--- src/rtl/dfm_pkg.sv ---
// Shared types and constants for the frequency-measurement gate sequencer.
package dfm_pkg;

  localparam int unsigned TIMER_W = 32;
  localparam logic [TIMER_W-1:0] GATE_MIN = 32'd1;

  typedef enum logic [2:0] {
    ST_IDLE  = 3'd0,
    ST_ARM   = 3'd1,
    ST_GATE  = 3'd2,
    ST_CLOSE = 3'd3,
    ST_LATCH = 3'd4
  } state_e;

  // A zero gate length would never expire, so it is raised to the minimum.
  function automatic logic [TIMER_W-1:0] clamp_gate(input logic [TIMER_W-1:0] t);
    return (t < GATE_MIN) ? GATE_MIN : t;
  endfunction

endpackage

--- src/rtl/gate_timer.sv ---
// Loadable down-counter that saturates at zero; expiry fires on the decrement from 1.
module gate_timer
  import dfm_pkg::*;
(
  input  logic               clk_i,
  input  logic               rst_n_i,
  input  logic               i_load,
  input  logic [TIMER_W-1:0] i_load_val,
  input  logic               i_dec,
  output logic               o_expire
);

  logic [TIMER_W-1:0] r_count;

  // Counter register: load has priority over decrement.
  always_ff @(posedge clk_i or negedge rst_n_i) begin
    if (!rst_n_i) begin
      r_count <= {TIMER_W{1'b0}};
    end else if (i_load) begin
      r_count <= i_load_val;
    end else if (i_dec && (r_count != {TIMER_W{1'b0}})) begin
      r_count <= r_count - 32'd1;
    end else begin
      r_count <= r_count;
    end
  end

  assign o_expire = i_dec && (r_count == 32'd1);

endmodule

--- src/rtl/gate_seq.sv ---
// Gate-window sequencer: arm, count, close on signal edge, latch without tearing a readout.
// Define GATE_SEQ_AUTO_REARM_EN for continuous re-arming after each latch; default is one-shot.
module gate_seq
  import dfm_pkg::*;
(
  input  logic               clk_i,
  input  logic               rst_n_i,
  input  logic               start_i,
  input  logic               stop_i,
  input  logic [TIMER_W-1:0] gate_time_i,
  input  logic               sig_edge_i,
  input  logic               rd_busy_i,
  output logic               cnt_clr_o,
  output logic               cnt_en_o,
  output logic               latch_o,
  output logic               busy_o,
  output logic               done_o,
  output logic               err_o
);

  state_e             r_state;
  logic [TIMER_W-1:0] r_gate_len;
  logic               r_cnt_clr;
  logic               r_cnt_en;
  logic               r_latch;
  logic               r_busy;
  logic               r_done;
  logic               r_err;

  logic               w_start_ok;
  logic               w_timer_load;
  logic [TIMER_W-1:0] w_timer_val;
  logic               w_timer_dec;
  logic               w_expire;

  assign w_start_ok  = start_i && !stop_i;
  assign w_timer_dec = (r_state == ST_ARM) || (r_state == ST_GATE) || (r_state == ST_CLOSE);

  // Timer reload on entry to ARM, GATE and CLOSE.
  always_comb begin
    w_timer_load = 1'b0;
    w_timer_val  = r_gate_len;
    case (r_state)
      ST_IDLE: begin
        w_timer_val  = clamp_gate(gate_time_i);
        w_timer_load = w_start_ok;
      end
      ST_ARM:   w_timer_load = sig_edge_i;
      ST_GATE:  w_timer_load = w_expire;
      ST_CLOSE: w_timer_load = 1'b0;
      ST_LATCH: begin
`ifdef GATE_SEQ_AUTO_REARM_EN
        w_timer_load = !rd_busy_i;
`else
        w_timer_load = 1'b0;
`endif
      end
      default:  w_timer_load = 1'b0;
    endcase
  end

  gate_timer u_timer (
    .clk_i      (clk_i),
    .rst_n_i    (rst_n_i),
    .i_load     (w_timer_load),
    .i_load_val (w_timer_val),
    .i_dec      (w_timer_dec),
    .o_expire   (w_expire)
  );

  // Sequencer state and registered outputs; stop overrides everything outside IDLE.
  always_ff @(posedge clk_i or negedge rst_n_i) begin
    if (!rst_n_i) begin
      r_state    <= ST_IDLE;
      r_gate_len <= GATE_MIN;
      r_cnt_clr  <= 1'b0;
      r_cnt_en   <= 1'b0;
      r_latch    <= 1'b0;
      r_busy     <= 1'b0;
      r_done     <= 1'b0;
      r_err      <= 1'b0;
    end else begin
      r_cnt_clr <= 1'b0;
      r_latch   <= 1'b0;
      r_done    <= 1'b0;
      r_err     <= 1'b0;
      if (stop_i && (r_state != ST_IDLE)) begin
        r_state  <= ST_IDLE;
        r_cnt_en <= 1'b0;
        r_busy   <= 1'b0;
      end else begin
        case (r_state)
          ST_IDLE: begin
            if (w_start_ok) begin
              r_gate_len <= clamp_gate(gate_time_i);
              r_cnt_clr  <= 1'b1;
              r_busy     <= 1'b1;
              r_state    <= ST_ARM;
            end
          end
          ST_ARM: begin
            if (sig_edge_i) begin
              r_cnt_en <= 1'b1;
              r_state  <= ST_GATE;
            end else if (w_expire) begin
              r_err   <= 1'b1;
              r_busy  <= 1'b0;
              r_state <= ST_IDLE;
            end
          end
          ST_GATE: begin
            if (w_expire) begin
              r_state <= ST_CLOSE;
            end
          end
          ST_CLOSE: begin
            if (sig_edge_i) begin
              r_cnt_en <= 1'b0;
              r_state  <= ST_LATCH;
            end else if (w_expire) begin
              r_cnt_en <= 1'b0;
              r_err    <= 1'b1;
              r_busy   <= 1'b0;
              r_state  <= ST_IDLE;
            end
          end
          ST_LATCH: begin
            // Hold off while the host is mid-burst so the readout is never torn.
            if (!rd_busy_i) begin
              r_latch <= 1'b1;
              r_done  <= 1'b1;
`ifdef GATE_SEQ_AUTO_REARM_EN
              r_cnt_clr <= 1'b1;
              r_state   <= ST_ARM;
`else
              r_busy    <= 1'b0;
              r_state   <= ST_IDLE;
`endif
            end
          end
          default: begin
            r_cnt_en <= 1'b0;
            r_busy   <= 1'b0;
            r_state  <= ST_IDLE;
          end
        endcase
      end
    end
  end

  assign cnt_clr_o = r_cnt_clr;
  assign cnt_en_o  = r_cnt_en;
  assign latch_o   = r_latch;
  assign busy_o    = r_busy;
  assign done_o    = r_done;
  assign err_o     = r_err;

endmodule

--- config.mk ---
export PLATFORM = sky130hd
export DESIGN_NAME = gate_seq
export DESIGN_NICKNAME = d
export VERILOG_FILES = /design/src/rtl/dfm_pkg.sv /design/src/rtl/gate_timer.sv /design/src/rtl/gate_seq.sv
export SDC_FILE = /design/constraint.sdc
export NUM_CORES = 1
export LEC_CHECK = 0
export BUFFER_PORTS_ARGS = -buffer_cell sky130_fd_sc_hd__buf_2
export CORE_MARGIN = 2
export CORE_UTILIZATION = 35
export CTS_BUF_LIST = sky130_fd_sc_hd__clkbuf_16
export CTS_CLUSTER_DIAMETER = 50
export DETAILED_ROUTE_END_ITERATION = 6
export GPL_ROUTABILITY_DRIVEN = 0
export MAX_ROUTING_LAYER = met4
export PLACE_DENSITY_LB_ADDON = 0.08
export SLEW_MARGIN = 20
export SYNTH_ARGS = -nofsm -noshare
export SYNTH_HDL_FRONTEND = slang
export SYNTH_SLANG_ARGS = --single-unit
export TNS_END_PERCENT = 1
--- constraint.sdc ---
create_clock -name clk_i -period 3.75 [get_ports clk_i]
set_input_delay 0.5625 -clock clk_i [delete_from_list [all_inputs] [get_ports clk_i]]
set_output_delay 0.5625 -clock clk_i [all_outputs]
set_load 0.005 [all_outputs]
==> flow_metrics.py <==
metrics = {
    "outcome": {
        "status": "completed",
    },
    "clock_network": {
        "cts_buffers": 9,
        "post_cts_resized": 0,
        "cts.clk_slew.worst_paths_ns": 0.06,
        "cts.sinks": 72,
        "ctsHoldBuffers": 0,
        "postCtsSetupRepairBufs": 0,
        "clk_latency_ns": 0.34,
        "ctsHtreeMaxLevel": 3,
        "clockRootBuffer": "clkbuf_16",
        "cts_tree": "done",
        "clk_path_buf_depth": 2,
    },
    "power_and_ir_drop": {
        "clkPwrFrac_pct": 28.8,
        "leakagePower_nw": 1.81,
        "ir_worst_vdd_v": 0.000200,
        "p_per_area_nw_per_um2": 503,
        "combPwrFrac_pct": 27.1,
        "power.switching_mw": 0.859,
        "pwr-share-seq_pct": 44.2,
        "internal_power_mw": 1.75,
        "switching_share_pct": 32.9,
    },
    "synth": {
        "synth_area_leaders": "dfrtp_1 39%, a221oi_2 9.5%, a31oi_2 7.9%, mux2_2 7.9%, nor2b_1 4.2%",
        "yosys_register_bits": 72,
        "synth_enable_flop_cells": 0,
        "avgSynthCellArea_um2": 10.8,
        "synthesis.nets": 462,
        "yosysTopAreaCell": "dfrtp_1",
        "ys_types": 50,
        "synth_cells": 421,
        "muxShareOfSynthArea_pct": 8.55,
        "yosysWarnings": 0,
        "synth_top_family_by_area": "compound AO/OA/AOI/OAI gates",
        "synth_seq_area_share_pct": 39.5,
        "yosys.area.top_type_share_pct": 38.9,
        "synthesis.area_um2": 4560,
        "synth_xor_area_share_pct": 0,
        "synth_compound_area_share_pct": 25.5,
        "synthArstFlopShare_pct": 100,
        "synthAdderAreaFrac_pct": 0.822,
        "synth_flop_cell": "dfrtp_1",
        "synthSimpleGateAreaFrac_pct": 21.3,
    },
    "route": {
        "wl_um": 11800,
        "vias_per_cell": 5.70,
        "drc": 0,
        "wire_per_inst_um": 18.8,
        "drt_iter0_markers": 201,
        "vias": 3582,
        "drt-pass1-iter-count": 4,
        "detail-route-antenna-nets": 0,
    },
    "setup_path": {
        "crit_arrival_ns": 3.26,
        "worstSetupEndpointType": "flip-flop",
        "crit_type": "reg -> reg",
        "path_cells": "or4_4 > or3_1 > or4_2 > and2_2 > mux2i_1",
        "cp_max_fo": 32,
        "cpPeakStageDelay_ns": 0.71,
        "slowest_stage": "or4_2",
        "cp.required_ns": 3.94,
        "critPathLaunchType": "flip-flop",
    },
    "timing": {
        "skew_ns": 0.00510,
        "finalSetupViolations": 0,
        "hold_viol_final": 0,
        "fin_crit_sh_pct": 81.8,
        "fmax_mhz": 326,
        "worst_pin_slew_ns": 0.990,
        "rsz0062_at_grt": "false",
        "fin_hold_ws_ns": 0.172,
        "fin_crit_ns": 3.07,
        "slew_viol_final": 0,
        "tns_ns": 0,
        "max-slew-margin-rel_pct": 34.0,
    },
    "run": {
        "cap_violations": 0,
    },
    "floorplan": {
        "die_w_um": 118,
        "top_level_ports": 44,
        "die_area_um2": 14000,
        "start_util_pct": 36.0,
        "die_h_um": 118,
        "num_rows": 41,
        "core_area_um2": 12700,
    },
    "place": {
        "portBuffers": 43,
        "detailed_place_hpwl_um": 7950,
        "place_inst": 613,
    },
    "global_routing": {
        "antenna_found_initial": 0,
        "grt_pass1_vias": 3597,
        "grt_first_pass_wirelength_um": 19700,
        "grt_use_total_pct": 18.6,
        "grt-ovfl-total": 0,
        "grt_max_degree": 73,
    },
    "layout": {
        "drive_above_1_share_pct": 37.7,
        "post-route-util_pct": 41.0,
        "final_cells": 628,
        "n_antenna_cell": 0,
        "syn2layout_area_growth_pct": 13.8,
        "nets": 494,
        "fill_cells": 1264,
    },
    "min_path": {
        "hp-class": "in -> async",
    },
}
worst paths after layout:
kind                                                  from                              to  slack [ns]  cells past startpoint
setup / recovery           u_timer.r_count[10]$_DFFE_PN0P_  u_timer.r_count[7]$_DFFE_PN0P_        0.68                      5
hold / removal                                     rst_n_i            cnt_en_o$_DFFE_PN0P_        0.17                      1
setup reg to reg           u_timer.r_count[10]$_DFFE_PN0P_  u_timer.r_count[7]$_DFFE_PN0P_        0.68                      5
hold reg to reg                  r_gate_len[0]$_DFFE_PN1P_       r_gate_len[0]$_DFFE_PN1P_        0.46                      2
max in group asynchronous                          rst_n_i       r_gate_len[3]$_DFFE_PN0P_        2.99                      2
min in group clk_i                               rd_busy_i                done_o$_DFF_PN0_        0.41                      2
cell type report:
class                      count  area, um^2  area share, %
sequential                    72        1800           34.7
inverter                       6        22.5          0.434
timing repair buffer          55         320           6.17
tap                          172         215           4.14
clock inverter                 5        20.0          0.385
multi-input combinational    309        2590           49.8
clock buffer                   9         225           4.34
synth_stat cells (2+ instances only):
| cell type | n |
|---|---|
| ha_1 | 3 |
| or4_1 | 19 |
| nor2_1 | 14 |
| nor3_1 | 8 |
| nand3_1 | 12 |
| dfrtp_1 | 71 |
| a221oi_2 | 29 |
| a21oi_1 | 2 |
| nand2_1 | 16 |
| nand4_1 | 5 |
| mux2i_1 | 3 |
| o31ai_1 | 16 |
| nand2b_1 | 2 |
| a31oi_2 | 29 |
| or2_2 | 5 |
| or4b_2 | 2 |
| clkbuf_1 | 25 |
| and2_1 | 3 |
| buf_6 | 4 |
| a31oi_1 | 3 |
| o21ai_0 | 11 |
| mux2_2 | 32 |
| or3_1 | 22 |
| buf_4 | 4 |
| inv_1 | 6 |
| nor4_1 | 15 |
| nor2b_1 | 31 |
| o41ai_1 | 7 |
power by group through the flow:
stage	clock, mW	sequential [mW]	combinational (mW)
2_1_floorplan	0	1.11	0.562
4_1_cts	0.781	1.15	0.713
3_5_place_dp	0	1.16	0.711
5_1_grt	0.817	1.19	0.788
3_3_place_gp	0	1.16	0.701
6_report	0.751	1.15	0.706
cells by family (layout without fill, tap and decap cells):
family,count (synthesis),in the layout
muxes,35,35
DFF,72,72
AOI/OAI and AO/OA,109,109
and+or+nand+nor,162,162
adders and majority gates,3,3
buffers and inverters,40,75
placed cells by master (no fill, tap or decap), types with 7 or more instances in the layout:
cell / Yosys / final
mux2_2: 32 / 32
or3_1: 22 / 22
nor2_1: 14 / 14
a31oi_2: 29 / 29
or4_1: 19 / 18
nand2_1: 16 / 16
a221oi_2: 29 / 29
buf_4: 4 / 12
nor2b_1: 31 / 31
nor3_1: 8 / 7
dfrtp_1: 71 / 71
inv_1: 6 / 9
o31ai_1: 16 / 16
o41ai_1: 7 / 7
nand3_1: 12 / 12
o21ai_0: 11 / 11
buf_2: 1 / 42
clkbuf_16: 0 / 9
nor4_1: 15 / 15
layer usage:
layer / wire (um) / GRT usage (%) / share of wire, % / vias to the layer above
met5: 0 / - / 0 / -
met1: 5620 / 24.8 / 48 / 1773
li1: - / - / - / 1733
met2: 5600 / 28.1 / 47 / 65
met4: 172 / 6.48 / 1.5 / 0
met3: 401 / 3.76 / 3.4 / 11
state kept, by name, summed over array words and instances, names as in the netlist:
signal           count
r_gate_len          32
u_timer.r_count     32
r_state              3
busy_o               1
cnt_clr_o            1
cnt_en_o             1
done_o               1
err_o                1
per-stage QoR:
step                setup WS [ns]  power [mW]  instance area, um^2
finish                      0.684        2.61                 5190
floorplan                    1.10        1.67                 4560
global placement            0.727        1.86                 4930
detailed placement          0.693        1.87                 4930
CTS                         0.678        2.64                 5170
global route                0.585        2.79                 5190
worst max-delay path: cells and delay by family (launching register included):
family | cells | cell delay, ns
DFF | 1 | 0.40
and+or+nand+nor | 4 | 2.29
muxes | 1 | 0.22
No activity file was read; power rests on OpenSTA's default activity.
